**config.mk**
```make
export PLATFORM = sky130hd
export DESIGN_NAME = lsu
export DESIGN_NICKNAME = d
export VERILOG_FILES = /design/src/rtl/lsu_pkg.sv /design/src/rtl/lsu_align.sv /design/src/rtl/lsu.sv
export SDC_FILE = /design/constraint.sdc
export NUM_CORES = 1
export LEC_CHECK = 0
export CORE_AREA = 2 2 124 126
export DETAILED_ROUTE_END_ITERATION = 10
export DIE_AREA = 0 0 126 128
export MAX_ROUTING_LAYER = met4
export PLACE_DENSITY = 0.69
export REMOVE_ABC_BUFFERS = 1
export SETUP_SLACK_MARGIN = 0.15
export SKIP_LAST_GASP = 1
export SYNTH_ARGS = -nofsm -noshare
export SYNTH_HDL_FRONTEND = slang
export SYNTH_SLANG_ARGS = --single-unit
export TNS_END_PERCENT = 5
```
**constraint.sdc**
```tcl
create_clock -name clk -period 2.3 [get_ports clk]
set_input_delay 0.46 -clock clk [delete_from_list [all_inputs] [get_ports clk]]
set_output_delay 0.46 -clock clk [all_outputs]
set_load 0.01 [all_outputs]
```
**src/rtl/lsu_pkg.sv**
```systemverilog
`default_nettype none
// ============================================================================
// Module      : lsu_pkg
// Description : Shared encodings for the load/store unit: request opcodes,
//               response exception codes, response-register states and the
//               byte-enable patterns used for store lane steering.
// Revision    : 1.0 - initial release
// ============================================================================
package lsu_pkg;

  // Request opcodes; bit 3 marks a store, bit 2 marks an unsigned load
  typedef enum logic [3:0] {
    OP_LB  = 4'b0000,
    OP_LH  = 4'b0001,
    OP_LW  = 4'b0010,
    OP_LBU = 4'b0100,
    OP_LHU = 4'b0101,
    OP_SB  = 4'b1000,
    OP_SH  = 4'b1001,
    OP_SW  = 4'b1010
  } lsu_op_e;

  // Response exception codes
  typedef enum logic [1:0] {
    EXC_NONE      = 2'b00,
    EXC_LOAD_MIS  = 2'b01,
    EXC_STORE_MIS = 2'b10,
    EXC_ILLEGAL   = 2'b11
  } lsu_exc_e;

  // Response register occupancy
  typedef enum logic {
    ST_EMPTY = 1'b0,
    ST_FULL  = 1'b1
  } lsu_state_e;

  // Byte-enable patterns
  localparam logic [3:0] BE_NONE    = 4'b0000;
  localparam logic [3:0] BE_BYTE0   = 4'b0001;
  localparam logic [3:0] BE_LO_HALF = 4'b0011;
  localparam logic [3:0] BE_HI_HALF = 4'b1100;
  localparam logic [3:0] BE_WORD    = 4'b1111;

endpackage : lsu_pkg
`default_nettype wire

```
**src/rtl/lsu_align.sv**
```systemverilog
`default_nettype none
// ============================================================================
// Module      : lsu_align
// Description : Purely combinational datapath of the load/store unit.
//               Classifies the request (illegal / out of range / misaligned),
//               steers store data onto byte lanes and extracts and extends
//               load data from the returned memory word.
// Revision    : 1.0 - initial release
// ============================================================================
module lsu_align
  import lsu_pkg::*;
#(
  parameter int WIDTH = 12
) (
  input  logic [3:0]        op,
  input  logic [1:0]        addr_lo,
  input  logic [31:WIDTH]   addr_hi,
  input  logic [31:0]       wdata,
  input  logic [31:0]       rd_word,
  output logic              is_store,
  output logic [1:0]        exc,
  output logic [3:0]        be,
  output logic [31:0]       wd,
  output logic [31:0]       ld_data
);

  logic        legal;
  logic        misaligned;
  logic        out_of_range;
  logic [31:0] shifted;
  logic [7:0]  ld_byte;
  logic [15:0] ld_half;

  // Opcode decode: legality, direction and alignment requirement
  always_comb begin
    legal      = 1'b0;
    is_store   = 1'b0;
    misaligned = 1'b0;
    case (op)
      OP_LB, OP_LBU: legal = 1'b1;
      OP_LH, OP_LHU: begin
        legal      = 1'b1;
        misaligned = addr_lo[0];
      end
      OP_LW: begin
        legal      = 1'b1;
        misaligned = |addr_lo;
      end
      OP_SB: begin
        legal    = 1'b1;
        is_store = 1'b1;
      end
      OP_SH: begin
        legal      = 1'b1;
        is_store   = 1'b1;
        misaligned = addr_lo[0];
      end
      OP_SW: begin
        legal      = 1'b1;
        is_store   = 1'b1;
        misaligned = |addr_lo;
      end
      default: legal = 1'b0;
    endcase
  end

  assign out_of_range = |addr_hi;

  // Exception classification; illegal/out-of-range outranks misalignment
  always_comb begin
    exc = EXC_NONE;
    if (!legal || out_of_range) begin
      exc = EXC_ILLEGAL;
    end else if (misaligned) begin
      exc = is_store ? EXC_STORE_MIS : EXC_LOAD_MIS;
    end
  end

  // Store lane steering: data replicated on all lanes, enables pick the lanes
  always_comb begin
    be = BE_NONE;
    wd = 32'h0;
    case (op)
      OP_SB: begin
        be = BE_BYTE0 << addr_lo;
        wd = {4{wdata[7:0]}};
      end
      OP_SH: begin
        be = addr_lo[1] ? BE_HI_HALF : BE_LO_HALF;
        wd = {2{wdata[15:0]}};
      end
      OP_SW: begin
        be = BE_WORD;
        wd = wdata;
      end
      default: begin
        be = BE_NONE;
        wd = 32'h0;
      end
    endcase
  end

  // Little-endian lane select of the returned word
  assign shifted = rd_word >> {addr_lo, 3'b000};
  assign ld_byte = shifted[7:0];
  assign ld_half = addr_lo[1] ? rd_word[31:16] : rd_word[15:0];

  // Load extension
  always_comb begin
    ld_data = 32'h0;
    case (op)
      OP_LB:   ld_data = {{24{ld_byte[7]}}, ld_byte};
      OP_LBU:  ld_data = {24'h0, ld_byte};
      OP_LH:   ld_data = {{16{ld_half[15]}}, ld_half};
      OP_LHU:  ld_data = {16'h0, ld_half};
      OP_LW:   ld_data = rd_word;
      default: ld_data = 32'h0;
    endcase
  end

endmodule : lsu_align
`default_nettype wire

```
**src/rtl/lsu.sv**
```systemverilog
`default_nettype none
// ============================================================================
// Module      : lsu
// Description : Load/store unit, initiator side of the data-memory port.
//               Accepts one request per cycle, drives the memory write
//               strobe and lanes, and holds one registered response for the
//               writeback stage.
// Revision    : 1.0 - initial release
// ============================================================================
module lsu
  import lsu_pkg::*;
#(
  parameter int WIDTH = 12
) (
  input  logic        clk,
  input  logic        reset,
  input  logic        req_valid,
  output logic        req_ready,
  input  logic [3:0]  req_op,
  input  logic [31:0] req_addr,
  input  logic [31:0] req_wdata,
  input  logic [31:0] req_pc,
  input  logic [4:0]  req_rd,
  output logic        mem_we,
  output logic [3:0]  mem_be,
  output logic [31:0] mem_addr,
  output logic [31:0] mem_wd,
  output logic [31:0] mem_pc,
  input  logic [31:0] mem_rd,
  output logic        rsp_valid,
  input  logic        rsp_ready,
  output logic [31:0] rsp_data,
  output logic [4:0]  rsp_rd,
  output logic [1:0]  rsp_exc,
  output logic [31:0] rsp_badaddr
);

  lsu_state_e  state_q, state_d;
  logic [31:0] rsp_data_q, rsp_data_d;
  logic [4:0]  rsp_rd_q, rsp_rd_d;
  logic [1:0]  rsp_exc_q, rsp_exc_d;
  logic [31:0] rsp_badaddr_q, rsp_badaddr_d;

  logic        is_store;
  logic [1:0]  exc;
  logic [3:0]  be;
  logic [31:0] ld_data;
  logic        accept;
  logic        faulted;

  lsu_align #(
    .WIDTH (WIDTH)
  ) u_align (
    .op       (req_op),
    .addr_lo  (req_addr[1:0]),
    .addr_hi  (req_addr[31:WIDTH]),
    .wdata    (req_wdata),
    .rd_word  (mem_rd),
    .is_store (is_store),
    .exc      (exc),
    .be       (be),
    .wd       (mem_wd),
    .ld_data  (ld_data)
  );

  assign faulted  = (exc != EXC_NONE);
  assign mem_addr = {2'b00, req_addr[31:2]};
  assign mem_pc   = req_pc;

  // Handshake and write strobe; reset blocks both acceptance and writing
  always_comb begin
    req_ready = (state_q == ST_EMPTY) || rsp_ready;
    accept    = req_valid && req_ready && !reset;
    mem_we    = accept && is_store && !faulted;
    mem_be    = mem_we ? be : BE_NONE;
  end

  // Next response: load on accept, drain when writeback takes it
  always_comb begin
    state_d       = state_q;
    rsp_data_d    = rsp_data_q;
    rsp_rd_d      = rsp_rd_q;
    rsp_exc_d     = rsp_exc_q;
    rsp_badaddr_d = rsp_badaddr_q;
    if (accept) begin
      state_d       = ST_FULL;
      rsp_data_d    = (faulted || is_store) ? 32'h0 : ld_data;
      rsp_rd_d      = (faulted || is_store) ? 5'd0 : req_rd;
      rsp_exc_d     = exc;
      rsp_badaddr_d = faulted ? req_addr : 32'h0;
    end else if ((state_q == ST_FULL) && rsp_ready) begin
      state_d = ST_EMPTY;
    end
  end

  // Response register FSM
  always_ff @(posedge clk) begin
    if (reset) begin
      state_q       <= ST_EMPTY;
      rsp_data_q    <= 32'h0;
      rsp_rd_q      <= 5'd0;
      rsp_exc_q     <= EXC_NONE;
      rsp_badaddr_q <= 32'h0;
    end else begin
      state_q       <= state_d;
      rsp_data_q    <= rsp_data_d;
      rsp_rd_q      <= rsp_rd_d;
      rsp_exc_q     <= rsp_exc_d;
      rsp_badaddr_q <= rsp_badaddr_d;
    end
  end

  assign rsp_valid   = (state_q == ST_FULL);
  assign rsp_data    = rsp_data_q;
  assign rsp_rd      = rsp_rd_q;
  assign rsp_exc     = rsp_exc_q;
  assign rsp_badaddr = rsp_badaddr_q;

endmodule : lsu
`default_nettype wire

```
# Word level (Yosys, flattened, before mapping)
# Index checks and enable logic that the tools add are counted.
[op_classes]
shift = 2
bitwise = 1
muxes = 17
eq_ne = 7
n_reduce_logical = 20
[op_table]
columns = ["op", "count"]
rows = [
  ["$pmux 32 s5", 1],
  ["$pmux 32 s3", 1],
  ["$mux 32", 2],
  ["$shr 32x5->8", 1],
  ["$reduce_or 20->1", 1],
  ["$mux 16", 1],
  ["$eq 4x4->1 const B", 3],
  ["$pmux 4 s3", 1],
  ["$eq 4x3->1 const B", 2],
  ["$mux 4", 2],
  ["$reduce_or 8->1", 1],
  ["$mux 2", 3],
  ["$reduce_or 3->1", 2],
  ["$logic_and 1x1->1", 5],
  ["$mux 5", 1],
  ["$eq 4x1->1 const B", 1],
  ["$eq 4x2->1 const B", 1],
  ["$logic_not 4->1", 1],
  ["$mux 1", 4],
  ["$reduce_bool 2->1", 2],
  ["$reduce_or 2->1", 2],
  ["$shl 1x2->4 const A", 1],
  ["$logic_not 1->1", 3],
  ["$logic_or 1x1->1", 3],
  ["other kinds (2)", 2],
]
[word_totals]
inputBits = 141
register_bits = 72
output_inout_bits = 174

# Depth between registers and ports, before layout
# Gate-level depths: netlist (run 1).
[depth]
ltp_word = 10
ltp_mapped = 8
depth_no_buf = 5

# Cells and area by module
# Synthesis (run 1) repeated with hierarchy kept, for this count alone.
[unflattened]
cells_unflattened = 597
area_unflattened_um2 = 4743.3
[modules_own_cells]
columns = ["mod", "cells_per_inst", "n_inst", "area_per_inst_um2", "seq_area_each_um2"]
rows = [
  ["lsu", 410, 1, 3502.1, 1441.4],
  ["lsu_align", 187, 1, 1241.2, 0.0],
]

# Least setup slack after synthesis (run 1)
# OpenSTA, ideal clock, no wires.
[synth_timing]
path_kind = "input port to output port"
start = "input req_addr[16]"
end = "output mem_be[0]"
arrival_ns = 1.746
slack_ns = 0.094
required_time_ns = 1.840
path_buffers = 0
path_stages = 5
cell_sequence = "nor4_1 -> nand4_1 -> nor4_4 -> nand4b_1 -> nor2_1"
[synth_via]
elab_chain_cells = 7
[synth_lines]
columns = ["item", "line", "rtl"]
rows = [
  ["start, declared", "lsu.sv:20", "input logic [31:0] req_addr,"],
  ["$reduce_or 20->1", "lsu_align.sv:67", "assign out_of_range = |addr_hi;"],
  ["$logic_or 1x1->1", "lsu_align.sv:72", "if (!legal || out_of_range) begin"],
  ["$mux 2", "lsu_align.sv:72", ""],
  ["$reduce_bool 2->1", "lsu.sv:66", "assign faulted = (exc != EXC_NONE);"],
  ["$logic_not 1->1", "lsu.sv:74", "mem_we = accept && is_store && !faulted;"],
  ["$logic_and 1x1->1", "lsu.sv:74", ""],
  ["$mux 4", "lsu.sv:75", "mem_be = mem_we ? be : BE_NONE;"],
  ["end, declared", "lsu.sv:25", "output logic [3:0] mem_be,"],
]
# Every way passes these cells.

# Worst setup path in the final report (run 1)
[layout_timing]
start = "input req_op[0]"
end = "output mem_wd[18]"
[layout_via]
elab_chain_cells = 2
elab_cells_between_ends = 4
cone_classes = "eq/ne (3); mux (1)"
[layout_lines]
columns = ["item", "line", "rtl"]
rows = [
  ["start, declared", "lsu.sv:19", "input logic [3:0] req_op,"],
  ["$eq 4x4->1", "lsu_align.sv:83", "case (op)"],
  ["$pmux 32 s3 (*)", "lsu_align.sv:83", ""],
  ["end, declared", "lsu.sv:27", "output logic [31:0] mem_wd,"],
]
# Mark *: on every way between the ends. The rest lies on a longest branch, timed or not.

==> metrics.yaml, run 1 <==
run_status:
  run_status: "finished, violations left"
  violations: "negative setup slack"
clocking:
  numCtsBuffers: 9
  clk_pin_slew_ps: 60
  clockBufferDepth: 2
  htreeDepth: 3
  tritoncts: "done"
  clock-sinks: 72
  root_buffer: "clkbuf_16"
  cts_hold_buf: 0
  clk_latency_ps: 330
placed_design:
  dpl.hpwl_um: 13100
  gp_congestion: 0.804
  portBuffers: 248
  placed_area_um2: 6780
timing:
  finalCritPeriodShare_pct: 103
  finalSetupViolCount: 10
  tightest_slew_ps: 730
  finalCriticalPeriod_ps: 2370
  fmax_mhz: 421
  finalHoldViolCount: 0
  tns_ps: -359
  skew_ps: 6.12
  setup_ws_ps: -73.8
  drv_slew: 0
  rsz0062_at_grt: "true"
  slew_headroom_pct: 51.1
finish:
  n_fill_cell: 1479
  final_common_cell: "clkdlybuf4s50_1"
  drive_gt1_share_pct: 22.9
  syn_to_final_growth_pct: 75.4
  design_area_um2: 7230
  insertedDiodeCount: 0
  fin_nets: 900
  layout_common_cells: "clkdlybuf4s50_1, nand2_1, buf_4"
  utilization_pct: 48.6
run:
  cap_violations: 0
floorplanning:
  core_area_um2: 14900
  die_area_um2: 16100
  initial_core_util_pct: 27.7
  row_count: 45
  die_h_um: 128
  pin_count: 315
  die_w_um: 126
power:
  internal_power_mw: 2.61
  vdd_ir_drop_max_mv: 0.346
  power_leakage_nw: 2.96
  clkPwrFrac_pct: 39.6
  seq_power_share_pct: 36.4
  combPwrFrac_pct: 24.0
  p_switching_mw: 0.970
  powerDensity_nw_per_um2: 495
  swShare_pct: 27.1
logic_synthesis:
  synth_warnings: 0
  synthCells: 521
  ys_seq_area_share_pct: 35.0
  synth.avg_cell_area_um2: 7.91
  synth_seq_cells: 72
  async_reset_ff_share_pct: 0
  synth-edff-count: 0
  synth_ff_type: "dfxtp_1"
  syn_area_um2: 4120
  synthDistinctLibCells: 43
global_routing:
  overflow: 0
  grt_max_degree: 43
  antenna_found_initial: 0
  grt_use_total_pct: 21.3
  grt_pass1_wl_um: 25700
  first_global_vias: 4536
route:
  dr.pass1.iters: 6
  wl_per_cell_um: 18.0
  drt_iter0_markers: 224
  drt-total-wl_um: 17200
  num_vias: 4632
  drt-vias-per-instance: 4.87
  drc: 0
  ant_nets: 0
critical_path:
  r2r-start: "rsp_valid"
  critPathLaunchType: "input port"
  critPathBufInv: 4
  cp_top_family: "buffers and inverters"
  critical-path-max-stage-delay_ps: 540
  end_kind: "output pin"
  slowest_stage: "clkdlybuf4s50_1"
  cp_max_fo: 8
  cp.required_ps: 1840
  startpoint: "req_op[0]"
  worstSetupPathType: "input port to output pin"
  worstPathCellList: "clkdlybuf4s15_2, buf_6, nor2b_4, buf_4, a21oi_1, nor2_1, clkdlybuf4s50_1"
  crit_arrival_ps: 1910
min_path:
  hp-class: "input port to register"
  min-delay-start: "req_addr[24]"
[worst register-to-register path: cells and delay by family, from the launching register on]
kind / cells / cell delay, ps
compound gates: 1 / 280
buf+inv: 2 / 460
flops: 1 / 340
simple gates: 4 / 520
[metal layers]
layer  part of all wire (%)  vias up  track usage, %
met5                      0        -               -
met4                    1.7        0            5.69
met3                     12       19            10.4
met2                     44      246            31.9
met1                     42     2135            25.5
li1                       -     2232               -
[synthesized netlist by cell type, types with 4 or more instances]
cell type	n	area [µm²]
nor4_1	5	31.3
and2_1	10	62.6
clkbuf_1	25	93.8
o21ai_2	10	87.6
a221oi_2	4	60.1
nand2b_1	4	25.0
a31oi_1	6	37.5
a22o_1	17	149
nor3_1	4	20.0
nand2_1	94	353
mux2i_1	17	170
buf_2	11	55.1
a2bb2oi_1	7	61.3
buf_4	64	480
nor2b_1	9	56.3
a21oi_1	64	320
nor2_1	30	113
or2_2	8	50.1
a221oi_1	6	52.6
o21ai_0	12	60.1
dfxtp_1	72	1440
a222oi_1	10	100
[registers in the layout (all words and copies together) (netlist names)]
signal and cells:
rsp_badaddr 32, rsp_data 32, rsp_rd 5, rsp_exc 2, rsp_valid 1
[final cells by class]
class                           count  area (µm²)  share of cell area [%]
Multi-Input combinational cell    342        2160                    29.9
Clock inverter                      7        77.6                    1.07
Clock buffer                        9         225                    3.12
Tap cell                          188         235                    3.25
Inverter                            3        11.3                   0.156
Sequential cell                    72        1440                    19.9
Timing Repair Buffer              331        3070                    42.5
[final timing paths]
check,end,slack [ps],cells past startpoint
min reg2reg,rsp_badaddr[17],450,2
min,rsp_badaddr[24],400,3
max,mem_wd[18],-70,7
max reg2reg,rsp_data[9],590,7
[metrics by stage]
| stage | std cells | setup WS [ps] | hold WS (ps) | power (mW) |
|---|---|---|---|---|
| floorplan | 417 | -360 | 471 | 1.57 |
| global placement | 922 | -1030 | 439 | 2.17 |
| detailed placement | 922 | -1050 | 442 | 2.17 |
| CTS | 950 | -107 | 454 | 3.61 |
| global route | 952 | -155 | 403 | 3.76 |
| finish | 952 | -73.8 | 395 | 3.58 |
[power by group through the flow]
stage               clock (mW)  sequential (mW)  combinational [mW]
detailed placement           0             1.33               0.842
global route              1.53             1.31               0.924
global placement             0             1.33               0.840
floorplan                    0             1.35               0.224
CTS                       1.46             1.30               0.849
finish                    1.42             1.30               0.858
[timing repair]
action                     CTS  global route
setup endpoints to repair   75            59
resized for setup          154            28
buffers inserted            11             2
gates cloned                 1             0
pin swaps                   15            11
[cell families (layout without fill, tap and decap cells)]
group	count (synthesis)	in the layout	share of synthesized area, %
simple gates	178	178	20.2
compound gates	145	145	24.3
buf+inv	108	350	16.4
flops	72	72	35.0
mux	17	17	4.13
other cells	1	2	0.0910
Power figures use the tool's default switching activity.
==> run 2, diff against run 1 <==
--- a/config.mk
+++ b/config.mk
@@ -5,14 +5,16 @@
 export SDC_FILE = /design/constraint.sdc
 export NUM_CORES = 1
 export LEC_CHECK = 0
-export CORE_AREA = 2 2 124 126
+export ABC_AREA = 1
+export CORE_MARGIN = 8
+export CORE_UTILIZATION = 37
 export DETAILED_ROUTE_END_ITERATION = 10
-export DIE_AREA = 0 0 126 128
 export MAX_ROUTING_LAYER = met4
-export PLACE_DENSITY = 0.69
+export PLACE_DENSITY = 0.83
 export REMOVE_ABC_BUFFERS = 1
 export SETUP_SLACK_MARGIN = 0.15
 export SKIP_LAST_GASP = 1
+export SLEW_MARGIN = 10
 export SYNTH_ARGS = -nofsm -noshare
 export SYNTH_HDL_FRONTEND = slang
 export SYNTH_SLANG_ARGS = --single-unit
==> metrics.yaml, run 2 <==
finish:
  syn_to_final_growth_pct: 62.6
  layout_common_cells: "clkdlybuf4s50_1, nand2_1, buf_4"
  drive_gt1_share_pct: 16.1  # -6.8 points
  design_area_um2: 7650  # +5.8%
  insertedDiodeCount: 0  # unchanged
  utilization_pct: 61.1  # +12 points
  fin_nets: 1110  # +23%
  n_fill_cell: 1184  # -20%
  final_common_cell: "clkdlybuf4s50_1"
  fin_cells: 1146  # +20%
floorplanning:
  row_count: 41  # -8.9%
  die_area_um2: 16600  # +2.7%
  core_area_um2: 12500  # -16%
  die_w_um: 129  # +2.2%
  pin_count: 315  # unchanged
  initial_core_util_pct: 37.6  # +9.8 points
  die_h_um: 129  # +0.57%
placed_design:
  dpl.hpwl_um: 15800  # +21%
  portBuffers: 248  # unchanged
  place_inst: 1122  # +22%
  post-place-ws_ps: -696  # +357 ps
  placed_area_um2: 7330  # +8.1%
  gp_congestion: 0.892  # +11%
critical_path:
  critical-path-max-stage-delay_ps: 260  # -280 ps
  worstPathCellList: "dlygate4sd2_1, inv_2, nor2_4, buf_4, nand2_1, buf_4, o22ai_1, inv_1, nand2_1, dlygate4sd2_1"
  cp.required_ps: 1840  # about the same
  cp_top_family: "buffers and inverters"
  slowest_stage: "dlygate4sd2_1"
  end_kind: "output pin"
  r2r_slack_ps: 690  # +100 ps
  crit_arrival_ps: 1850  # -60 ps
  worstSetupPathType: "input port to output pin"
  critPathLaunchType: "input port"
  cp_max_fo: 7  # -1
  critPathBufInv: 6  # +2
route:
  drt_iter0_markers: 250  # +12%
  dr.pass1.iters: 5  # -1
  drc: 0  # unchanged
  wl_per_cell_um: 17.7  # -2.0%
  drt-vias-per-instance: 4.94  # +1.5%
  num_vias: 5662  # +22%
  drt-total-wl_um: 20200  # +18%
  ant_nets: 0  # unchanged
logic_synthesis:
  synth.avg_cell_area_um2: 6.44  # -19%
  synth_commonest_cells: "nand2_1, nor2_1, dfxtp_1"
  synthCells: 730  # +40%
  synth-edff-count: 0  # unchanged
  synthDistinctLibCells: 29  # -33%
  synthTopCellsByArea: "dfxtp_1, nand2_1, buf_4"
  syn_area_um2: 4700  # +14%
  synth_ff_type: "dfxtp_1"
  yosysTopAreaCell: "dfxtp_1"
  yosysMostFrequentCell: "nand2_1"
  synth_warnings: 0  # unchanged
  ys_seq_area_share_pct: 30.7  # -4.3 points
  synth_seq_cells: 72  # unchanged
  async_reset_ff_share_pct: 0  # unchanged
  yosysTopAreaCellShare_pct: 30.7  # -4.3 points
global_routing:
  grt_pass1_wl_um: 30000  # +17%
  overflow: 0  # unchanged
  antenna_found_initial: 0  # unchanged
  first_global_vias: 5555  # +22%
  grt_use_total_pct: 24.2  # +3.0 points
  met3_usage_pct: 11.0  # +0.61 points
  busiest_layer: "met2"
  grt_max_degree: 73  # +70%
  met2_usage_pct: 36.8  # +4.9 points
  gr-usage-met1_pct: 28.2  # +2.7 points
clocking:
  clk_pin_slew_ps: 60  # about the same
  clk_latency_ps: 340  # about the same
  numCtsBuffers: 9  # unchanged
  tritoncts: "done"
  clock-sinks: 72  # unchanged
  htreeDepth: 3  # unchanged
  clockBufferDepth: 2  # unchanged
  root_buffer: "clkbuf_16"
power:
  powerDensity_nw_per_um2: 460  # -7.1%
  power_leakage_nw: 3.41  # +15%
  power.total_mw: 3.52  # -1.7%
  vdd_ir_drop_max_mv: 0.267  # -23%
timing:
  tightest_slew_ps: 849  # +119 ps
  finalCritPeriodShare_pct: 100  # -2.9 points
  rsz0062_at_grt: "true"
  finalCriticalPeriod_ps: 2310  # -67.2 ps
  tns_ps: -16.0  # +343 ps
  worst_hold_slack_ps: 462  # +66.4 ps
  fmax_mhz: 434  # +2.9%
  finalHoldViolCount: 0  # unchanged
  slew_headroom_pct: 43.4  # -7.8 points
  setup_ws_ps: -6.69  # +67.2 ps
  drv_slew: 0  # unchanged
  finalSetupViolCount: 5  # -5
  skew_ps: 8.31  # +2.19 ps
min_path:
  hp-class: "register to register"
run_status:
  run_status: "finished, violations left"
  violations: "negative setup slack"
run:
  cap_violations: 0  # unchanged
run 2: cell count changes in the layout (fill, tap and decap cells not counted), moves of 17 or more:
cell	change
inv_1	+59
nor2_1	+54
nand2_1	+91
nand3_1	+71
mux2i_1	-17
a22o_1	-17
run 2: routing by layer:
layer / routed length, µm / up-vias / share of wire (%)
met3: 2460 / 26 / 12
met5: 0 / - / 0
met4: 340 / 0 / 1.7
li1: - / 2758 / -
met2: 8930 / 253 / 44
met1: 8500 / 2625 / 42
run 2: kinds of logic after synthesis:
logic type | Yosys count | share of synthesized area, %
AND/OR/NAND/NOR | 358 | 33.0
AO/OA/AOI/OAI | 124 | 15.5
flip-flops | 72 | 30.7
other | 1 | 0.0798
buffers and inverters | 175 | 20.8
run 2: cell type report:
cell class	instances	area, µm²	area share [%]
sequential	72	1440	18.9
multi-input combinational	484	2330	30.5
clock inverter	7	78.8	1.03
clock buffer	9	225	2.95
tap	172	215	2.81
inverter	67	251	3.29
timing repair buffer	335	3100	40.6
run 2: timing repair:
action                                  CTS  global route
hold endpoints to repair                  0             0
cloned                                    0             0
hold buffers                              0             0
endpoints found under the setup margin   38            37
buffers inserted                          8             0
pin swaps                                21             3
resized for setup                        93            16
run 2: path summary, 6_finish.rpt:
kind / from / to / cells past startpoint
max: req_op[3] / mem_wd[27] / 10
min: rsp_badaddr[10] / rsp_badaddr[10] / 2
max reg2reg: rsp_valid / rsp_data[2] / 6
min reg2reg: rsp_badaddr[10] / rsp_badaddr[10] / 2
run 2: power breakdown:
part           switching, mW  internal (mW)  total (mW)  leakage (nW)
clock network          0.565          0.850        1.42         0.150
logic                  0.393          0.423       0.815          2.68
registers             0.0135           1.27        1.29         0.584
run 2: worst min-delay path, delay by kind of cell, from the launching register on:
family	cells	cell delay, ps
flops	1	300
simple gates	1	60
compound gates	1	50
